--- src/rtl/cbus_mmu_arbiter.sv ---
// Arbiter between several MMU-side cbus masters and the single downstream cbus port.
// The grant is held for a whole transaction (including bursts) until ready && last.

package cbus_pkg;
  typedef struct packed {
    logic        valid;
    logic        write;
    logic [31:0] addr;
    logic [63:0] data;
    logic [7:0]  strobe;
    logic [7:0]  len;
  } cbus_req_t;

  typedef struct packed {
    logic        ready;
    logic        last;
    logic [63:0] data;
  } cbus_resp_t;
endpackage

module cbus_mmu_arbiter
  import cbus_pkg::*;
#(
  parameter int NUM_PORTS  = 2,
  parameter bit FIXED_PRIO = 1'b0
) (
  input  logic                                clk,
  input  logic                                reset,
  input  cbus_req_t  [NUM_PORTS-1:0]          ireqs,
  output cbus_resp_t [NUM_PORTS-1:0]          iresps,
  output cbus_req_t                           oreq,
  input  cbus_resp_t                          oresp,
  output logic                                grant_valid,
  output logic [$clog2(NUM_PORTS)-1:0]        grant_idx
);

  localparam int IW = $clog2(NUM_PORTS);

  typedef enum logic {
    ARB_IDLE,
    ARB_BUSY
  } state_t;

  state_t         state, state_nxt;
  logic [IW-1:0]  grant_idx_nxt;
  logic [IW-1:0]  rr_ptr, rr_ptr_nxt;
  logic [IW-1:0]  winner;
  logic           any_valid;

  // Candidate order starts at rr_ptr (or 0 for fixed priority); explicit wrap
  // keeps non-power-of-2 port counts from producing unused encodings.
  always_comb begin
    int unsigned cand;
    winner    = '0;
    any_valid = 1'b0;
    cand      = 0;
    for (int unsigned o = 0; o < NUM_PORTS; o++) begin
      cand = o;
      if (!FIXED_PRIO) cand = cand + 32'(rr_ptr);
      if (cand >= NUM_PORTS) cand = cand - NUM_PORTS;
      if (!any_valid && ireqs[cand[IW-1:0]].valid) begin
        winner    = cand[IW-1:0];
        any_valid = 1'b1;
      end
    end
  end

  always_ff @(posedge clk or negedge reset) begin
    if (!reset) begin
      state     <= ARB_IDLE;
      grant_idx <= '0;
      rr_ptr    <= '0;
    end else begin
      state     <= state_nxt;
      grant_idx <= grant_idx_nxt;
      rr_ptr    <= rr_ptr_nxt;
    end
  end

  always_comb begin
    state_nxt     = state;
    grant_idx_nxt = grant_idx;
    rr_ptr_nxt    = rr_ptr;
    unique case (state)
      ARB_IDLE: begin
        if (any_valid) begin
          state_nxt     = ARB_BUSY;
          grant_idx_nxt = winner;
        end
      end
      ARB_BUSY: begin
        // Completion wins over a same-cycle valid drop, so the pointer still advances.
        if (oresp.ready && oresp.last) begin
          state_nxt  = ARB_IDLE;
          rr_ptr_nxt = (grant_idx == IW'(NUM_PORTS - 1)) ? '0 : grant_idx + 1'b1;
        end else if (!ireqs[grant_idx].valid) begin
          state_nxt = ARB_IDLE;
        end
      end
      default: state_nxt = ARB_IDLE;
    endcase
  end

  always_comb begin
    oreq        = '0;
    iresps      = '0;
    grant_valid = 1'b0;
    if (state == ARB_BUSY) begin
      grant_valid       = 1'b1;
      oreq              = ireqs[grant_idx];
      iresps[grant_idx] = oresp;
    end
  end

endmodule

--- config.mk ---
export PLATFORM = sky130hd
export DESIGN_NAME = cbus_mmu_arbiter
export DESIGN_NICKNAME = d
export VERILOG_FILES = /design/src/rtl/cbus_mmu_arbiter.sv
export SDC_FILE = /design/constraint.sdc
export NUM_CORES = 1
export LEC_CHECK = 0
export CELL_PAD_IN_SITES_DETAIL_PLACEMENT = 2
export CELL_PAD_IN_SITES_GLOBAL_PLACEMENT = 2
export CORE_AREA = 2 2 212 214
export CTS_CLUSTER_SIZE = 24
export DETAILED_ROUTE_END_ITERATION = 16
export DIE_AREA = 0 0 214 216
export PLACE_DENSITY = 0.68
export SYNTH_ARGS = -nofsm -noshare
export SYNTH_HDL_FRONTEND = slang
export SYNTH_SLANG_ARGS = --single-unit
--- constraint.sdc ---
create_clock -name clk -period 2.1 [get_ports clk]
set_clock_uncertainty 0.15 [all_clocks]
set_input_delay 0.21 -clock clk [delete_from_list [all_inputs] [get_ports clk]]
set_output_delay 0.21 -clock clk [all_outputs]
set_load 0.1 [all_outputs]
==> metrics.log <==
[metrics] H-Tree Depth: 1
[metrics] Std-Cell Core Area: between 40000 and 50000 sq um
[metrics] final hold vios: 0
[metrics] latest clock arrival within the worst-skew pair: between 0.2 and 0.25 ns
[metrics] NumNets Final: 1243
[metrics] final critical-path setup slack: about 0.015 ns
[metrics] Final period util: 99.3%
[metrics] Crit Path Class: reg -> out
[metrics] TritonCTS clock tree: done
[metrics] Post-route DRC: 0
[metrics] fraction of layout instances using a drive strength above 1: between 50 and 60%
[metrics] remaining global-route overflow: 0
[metrics] root buffer cell: sky130_fd_sc_hd__clkbuf_16
[metrics] run status: finished clean
[metrics] most common cell type on the critical path: sky130_fd_sc_hd__buf_12
[metrics] global-route wire length before repair: slightly above 40000 microns
[metrics] total standard cell area after synthesis: ~3200 sq um
[metrics] register area: 82.6 sq um
[metrics] worst reg2reg startpoint: grant_idx$_DFFE_PN0P_
[metrics] estimated wirelength of the detail-placed design: roughly 26000 microns
[metrics] number of fill cells: 4730
[metrics] GRT Overall Usage: between 10% and 20%
[metrics] initial antenna violation count: 2
[metrics] Area Overhead vs Synth: 293%
[metrics] Crit path largest cell delay: 0.50 ns
[metrics] multi-input logic area: 3520 sq um
[metrics] worst voltage drop across the vdd grid: around 0.8 mV
[metrics] Period minus WS final: approximately 2.1 ns
[metrics] largest delay contributor family on the critical path: buffers and inverters
[metrics] instance count of the mapped netlist: 421
[metrics] Req. time, crit path: roughly 1.7 ns
[metrics] net count of the mapped netlist: 717
[metrics] average via count per standard cell: about 3.4
[metrics] worst min path class: in -> async
[metrics] data arrival at the endpoint of the critical path: between 1.5 and 2 ns
[metrics] met2 wire len: roughly 16000 microns
[metrics] DRT iter0 DRCs: 134
[metrics] Final GP Congestion: between 0.8 and 0.9
[metrics] total number of clock tree sinks: 3
[metrics] worst slack after detailed placement: around 0.23 ns
[metrics] total number of vias: roughly 5300
[metrics] fmax: 0.480 GHz
[metrics] Syn. warnings: 0
[metrics] routed length on met1: approximately 10000 microns
[metrics] cell taking the most area after synthesis: sky130_fd_sc_hd__mux2i_1
[metrics] most frequent standard cell in the layout excluding fill and tap cells: sky130_fd_sc_hd__clkdlybuf4s50_1
[metrics] Routed WL: 29300 microns
[metrics] Routed Antenna Nets: 0
[metrics] fraction of power spent switching nets: a little over three fifths
[metrics] R2R Setup Slk: 0.65 ns
[metrics] Port Buf Inserts: between 500 and 600
[metrics] crit-path cells: buf_12 > nor2b_4 > clkbuf_16 > and2_2 > buf_12
[metrics] syn_area_per_cell: between 7 and 8 sq um
[metrics] post-DR wirelength/cell: ~19 microns
[metrics] part of the total power dissipated in sequential elements: less than 1%
[metrics] Yosys cell types: 17
[metrics] buffering stage count on the worst path with inverters included: 3
[metrics] crit path launch: grant_idx$_DFFE_PN0P_
[metrics] top-level port count: around 540
[metrics] maximum number of pins on one net before global-route repair: 67
[metrics] worst-margin pin slew: between 0.4 and 0.5 ns
[metrics] length in cells of the worst reg-to-reg path: 3
[metrics] number of max-capacitance violations reported: 0
[metrics] highest-count cells in the layout ignoring fill and taps: sky130_fd_sc_hd__clkdlybuf4s50_1, sky130_fd_sc_hd__buf_12, sky130_fd_sc_hd__mux2i_1
[metrics] highest metal used: met4
[metrics] Setup-failing EPs final: 0
[metrics] RSZ-0062 raised after global routing: true
[metrics] vias in the first global route: approximately 6000
[metrics] logic gate share of total power: a little over nine tenths
[metrics] die footprint: approximately 46000 sq um
[metrics] pwr dens: around 1800 nW/um^2
[metrics] Pins Over Slew Limit: 0
[metrics] maximum count of clock buffers along a single path: 2
[metrics] Internal Pwr Total: just under 9 mW
[metrics] Leak Pwr: around 5.4 nW
[metrics] CTS Buf Count: 3
[metrics] Critical Path Sink Type: output port
[metrics] sequential-to-total area share from yosys stat: approximately 2.3%
[metrics] initial cell density of the core: roughly 7.4%
[metrics] routed wire length on met3: about 2800 microns
[metrics] fraction of the core area covered by cells at the end of the flow: between 20 and 30%
[metrics] maximum fanout encountered on the critical timing path: 33
[metrics] Die Ht: around 220 microns
[metrics] Clk pin slew, worst setup/hold paths: around 0.03 ns
[metrics] part of the total power dissipated in the clock network: 1.3%
[metrics] biggest area contributors in the synthesized netlist: sky130_fd_sc_hd__mux2i_1, sky130_fd_sc_hd__nor2b_1, sky130_fd_sc_hd__and2_1
[metrics] overall die width: roughly 210 microns
[metrics] number of synthesized register bits: 3
[metrics] std cell rows: 77
[metrics] first-pass iteration count of the detailed router: 4
[metrics] destination of the worst register-to-register timing path: state$_DFF_PN0_
[metrics] switching pwr: 14.7 mW
[metrics] portion of synthesized cell area occupied by the leading cell type: a little over a third
[metrics] Setup crit start kind: flip-flop
[metrics] Max-Slew Margin vs Limit: between 70 and 80%
[metrics] worst-path cell with the longest stage delay: sky130_fd_sc_hd__dfrtp_4
what timing repair did:
item | CTS | global route
hold buffers | 0 | 0
resized for setup | 1 | 34
pin swaps | 0 | 3
setup endpoints to repair | 1 | 107
cloned | 0 | 2
setup buffers | 0 | 0
metal layers:
| metal | track usage (%) | up-vias |
|---|---|---|
| li1 | - | 2462 |
| met1 | 11.8 | 2490 |
| met2 | 23.2 | 329 |
| met3 | 4.44 | 16 |
| met4 | 2.28 | 0 |
| met5 | 0 | - |
metrics by stage:
step                      cell area, sq um  power, mW  cells  hold WS (ns)  TNS [ns]
after CTS                            12500       23.4   1536        0.0246         0
after detailed placement             12400       23.0   1532         0.261         0
after floorplan                       3900       14.9    421        -0.236    -14.97
after global routing                 12700       24.1   1539        0.0235     -2.51
after global placement               12400       22.8   1532         0.257         0
final                                12700       23.5   1540        0.0196         0
logic make-up (layout without fill, tap and decap cells):
kind of cell,count (synthesis),count (layout),synth area share [%]
simple gates,253,253,48.7
mux,115,115,35.6
buf+inv,48,573,12.9
flops,3,3,2.32
compound gates,2,2,0.464
other cells,0,2,0
worst register-to-register path, stage by stage (launching register included):
cell and delay [ns]:
sky130_fd_sc_hd__dfrtp_4 0.44, sky130_fd_sc_hd__buf_12 0.21, sky130_fd_sc_hd__mux2i_1 0.39, sky130_fd_sc_hd__o22ai_1 0.13
how the worst max path moves through the flow:
stage | endpoint | slack [ns] | cells after the start
after detailed placement | iresps[38] | 0.23 | 5
after CTS | oreq[20] | 0.001 | 5
final | iresps[9] | 0.02 | 5
after global placement | oreq[34] | 0.27 | 5
after global routing | iresps[25] | -0.05 | 5
after floorplan | oreq[80] | -0.27 | 3
cells in the mapped netlist:
| library cell | n |
|---|---|
| sky130_fd_sc_hd__o22ai_1 | 1 |
| sky130_fd_sc_hd__nand2_1 | 1 |
| sky130_fd_sc_hd__buf_6 | 6 |
| sky130_fd_sc_hd__clkbuf_1 | 20 |
| sky130_fd_sc_hd__and3_1 | 66 |
| sky130_fd_sc_hd__nor2b_1 | 117 |
| sky130_fd_sc_hd__buf_12 | 9 |
| sky130_fd_sc_hd__inv_1 | 1 |
| sky130_fd_sc_hd__mux2i_1 | 115 |
| sky130_fd_sc_hd__and2_1 | 67 |
| sky130_fd_sc_hd__buf_8 | 1 |
| sky130_fd_sc_hd__buf_4 | 8 |
| sky130_fd_sc_hd__dfrtp_1 | 3 |
| sky130_fd_sc_hd__a2bb2oi_1 | 1 |
| sky130_fd_sc_hd__nor2_1 | 1 |
| sky130_fd_sc_hd__nand3_1 | 1 |
| sky130_fd_sc_hd__buf_2 | 3 |
final cells by class:
cell class | count | share of cell area, %
tap | 592 | 5.83
multi-input combinational | 370 | 27.7
inverter | 1 | 0.0296
antenna | 2 | 0.0394
sequential | 3 | 0.650
timing repair buffer | 568 | 65.1
clock buffer | 4 | 0.621
power groups by stage:
stage	Clock [mW]	Sequential (mW)	Combinational, mW
floorplan	0	0.243	14.7
global placement	0	0.141	22.7
detailed placement	0	0.143	22.9
CTS	0.310	0.145	22.9
global route	0.315	0.150	23.7
finish	0.306	0.141	23.0
registers in the layout, summed over array words and instances (netlist names):
signal and cells:
grant_idx 1, rr_ptr 1, state 1
(Power assumes the default switching activity.)
==> patch: new RTL, same flow settings <==
Make the reset (`reset`) synchronous in one clocked block.
--- a/src/rtl/cbus_mmu_arbiter.sv
+++ b/src/rtl/cbus_mmu_arbiter.sv
@@ -66,5 +66,5 @@
   end
 
-  always_ff @(posedge clk or negedge reset) begin
+  always_ff @(posedge clk) begin
     if (!reset) begin
       state     <= ARB_IDLE;
Function: differs if reset is asserted again (counterexample within 4 cycles, from zero or initial values and one cycle with reset low); with reset held inactive, the same outputs for 4 cycles.
==> patch against the unedited design <==
  * Setup slack better by 0.047 ns
  * Synthesized area is 11% lower
  * Cell count is 0.26% higher
  * Utilization is 0.39 points lower
  * Count of clock-buffer cells in the layout stayed put
  * Sequential cell count stayed put
  * Worst hold slack better by 0.33 ns
  * Cell area is 1.4% lower
  * Wire length is 5.1% lower
  * Critical path depth stayed put
  * Highest routed layer unchanged
  * Non-clock buffer count is 3 higher
Power is left out: it rests on default switching activity, and per cell area and clock period it moved more than threefold.
==> patch: results <==
export IMPL_hp_class="flop to flop"
export IMPL_synth_ff_type="dfxtp_1"
export IMPL_cpMaxStageDelayCell="dfxtp_4"
export IMPL_cts_buffers=3
export IMPL_synthAdderAreaFrac_pct=0
export IMPL_critical_path_top_delay_family="buffers and inverters"
export IMPL_synth_seq_area_share_pct=2.09
export IMPL_synth_compound_area_share_pct=1.31
export IMPL_status="finished, final reports clean"
export IMPL_synth_common_cells="116 x nor2_1, 114 x mux2i_1, 66 x and2_1, 66 x and3_1, 19 x clkbuf_1"
export IMPL_cts_root_buf="clkbuf_16"
export IMPL_synthXorXnorAreaFrac_pct=0
export IMPL_grt_max_degree=71
export IMPL_cp_arrival_ns=1.68
export IMPL_drive_gt1_share_pct=54.1
export IMPL_antenna_found_initial=0
export IMPL_drt_iter0_drc=104
export IMPL_post_cts_buffers=0
export IMPL_worst_path_largest_cell_delay_ns=0.38
export IMPL_htree_levels=1
export IMPL_dr_pass1_iters=4
export IMPL_clock_path_buffers=2
export IMPL_nNetsFinal=1249
export IMPL_drt_vias_per_instance=3.45
export IMPL_clock_latency_ns=0.22
export IMPL_dp_hpwl_um=24900
export IMPL_grt_pass1_vias=6124
export IMPL_final_cells=1544
export IMPL_wl_um=27800
export IMPL_worstPathMaxFanout=26
export IMPL_ys_top_cells_by_area="mux2i_1 40%, nor2_1 15%, and2_1 14%"
export IMPL_hold_viol_final=0
export IMPL_synthMuxAreaShare_pct=39.7
export IMPL_antenna_cells=0
export IMPL_ys_warn_count=0
export IMPL_synth_nets=719
export IMPL_grt_pass1_wl_um=41100
export IMPL_grt_usage_pct=11.6
export IMPL_path_clk_slew_ns=0.03
export IMPL_top_regs="grant_idx x1, rr_ptr x1, state x1"
export IMPL_worst_slew_pin_transition_ns=0.394
export IMPL_io_buffers=543
export IMPL_synth_distinct_cells=21
export IMPL_gp_congestion=0.853
export IMPL_syn_inst=423
export IMPL_synthArstFlopShare_pct=0
patch: area by class of cell:
type	instances	area, um2
clock buffer	4	78.8
timing repair buffer	571	8250
fill	4780	31300
multi-input combinational	372	3370
inverter	2	15.0
tap	592	741
sequential	3	67.6
patch: worst paths after layout:
check	endpoint	cells after the start	slack (ns)	start
setup / recovery	oreq[4]	5	0.06	grant_idx$_SDFFE_PN0P_
hold / removal	rr_ptr$_SDFFE_PN0P_	2	0.35	rr_ptr$_SDFFE_PN0P_
setup reg to reg	state$_SDFF_PN0_	4	0.57	grant_idx$_SDFFE_PN0P_
hold reg to reg	rr_ptr$_SDFFE_PN0P_	2	0.35	rr_ptr$_SDFFE_PN0P_
patch: cell families after synthesis:
group / after synthesis
compound gates: 6
buf+inv: 48
flops: 3
mux: 114
simple gates: 252
patch: tightest hold or removal path, cell delays in order, from the launching register on:
cell	delay, ns
dfxtp_1	0.31
nand3_1	0.06
o21ai_0	0.07
patch: metal layers:
metal | global-route usage, % | up-vias | share of wire (%)
li1 | - | 2489 | -
met1 | 12.0 | 2518 | 35
met2 | 23.1 | 306 | 56
met3 | 3.76 | 8 | 8.6
met4 | 1.47 | 0 | 0.74
met5 | 0 | - | 0
patch: repair_timing:
action / CTS / global route
resized for setup: 0 / 4
endpoints found under the setup margin: 0 / 3
endpoints found under the hold margin: 0 / 0
patch: metrics by stage:
step	area (um2)	setup WS [ns]
after global routing	12500	-0.000699
after floorplan	3760	-0.717
after CTS	12500	0.0127
final	12500	0.0626
after global placement	12400	0.265
after detailed placement	12400	0.253
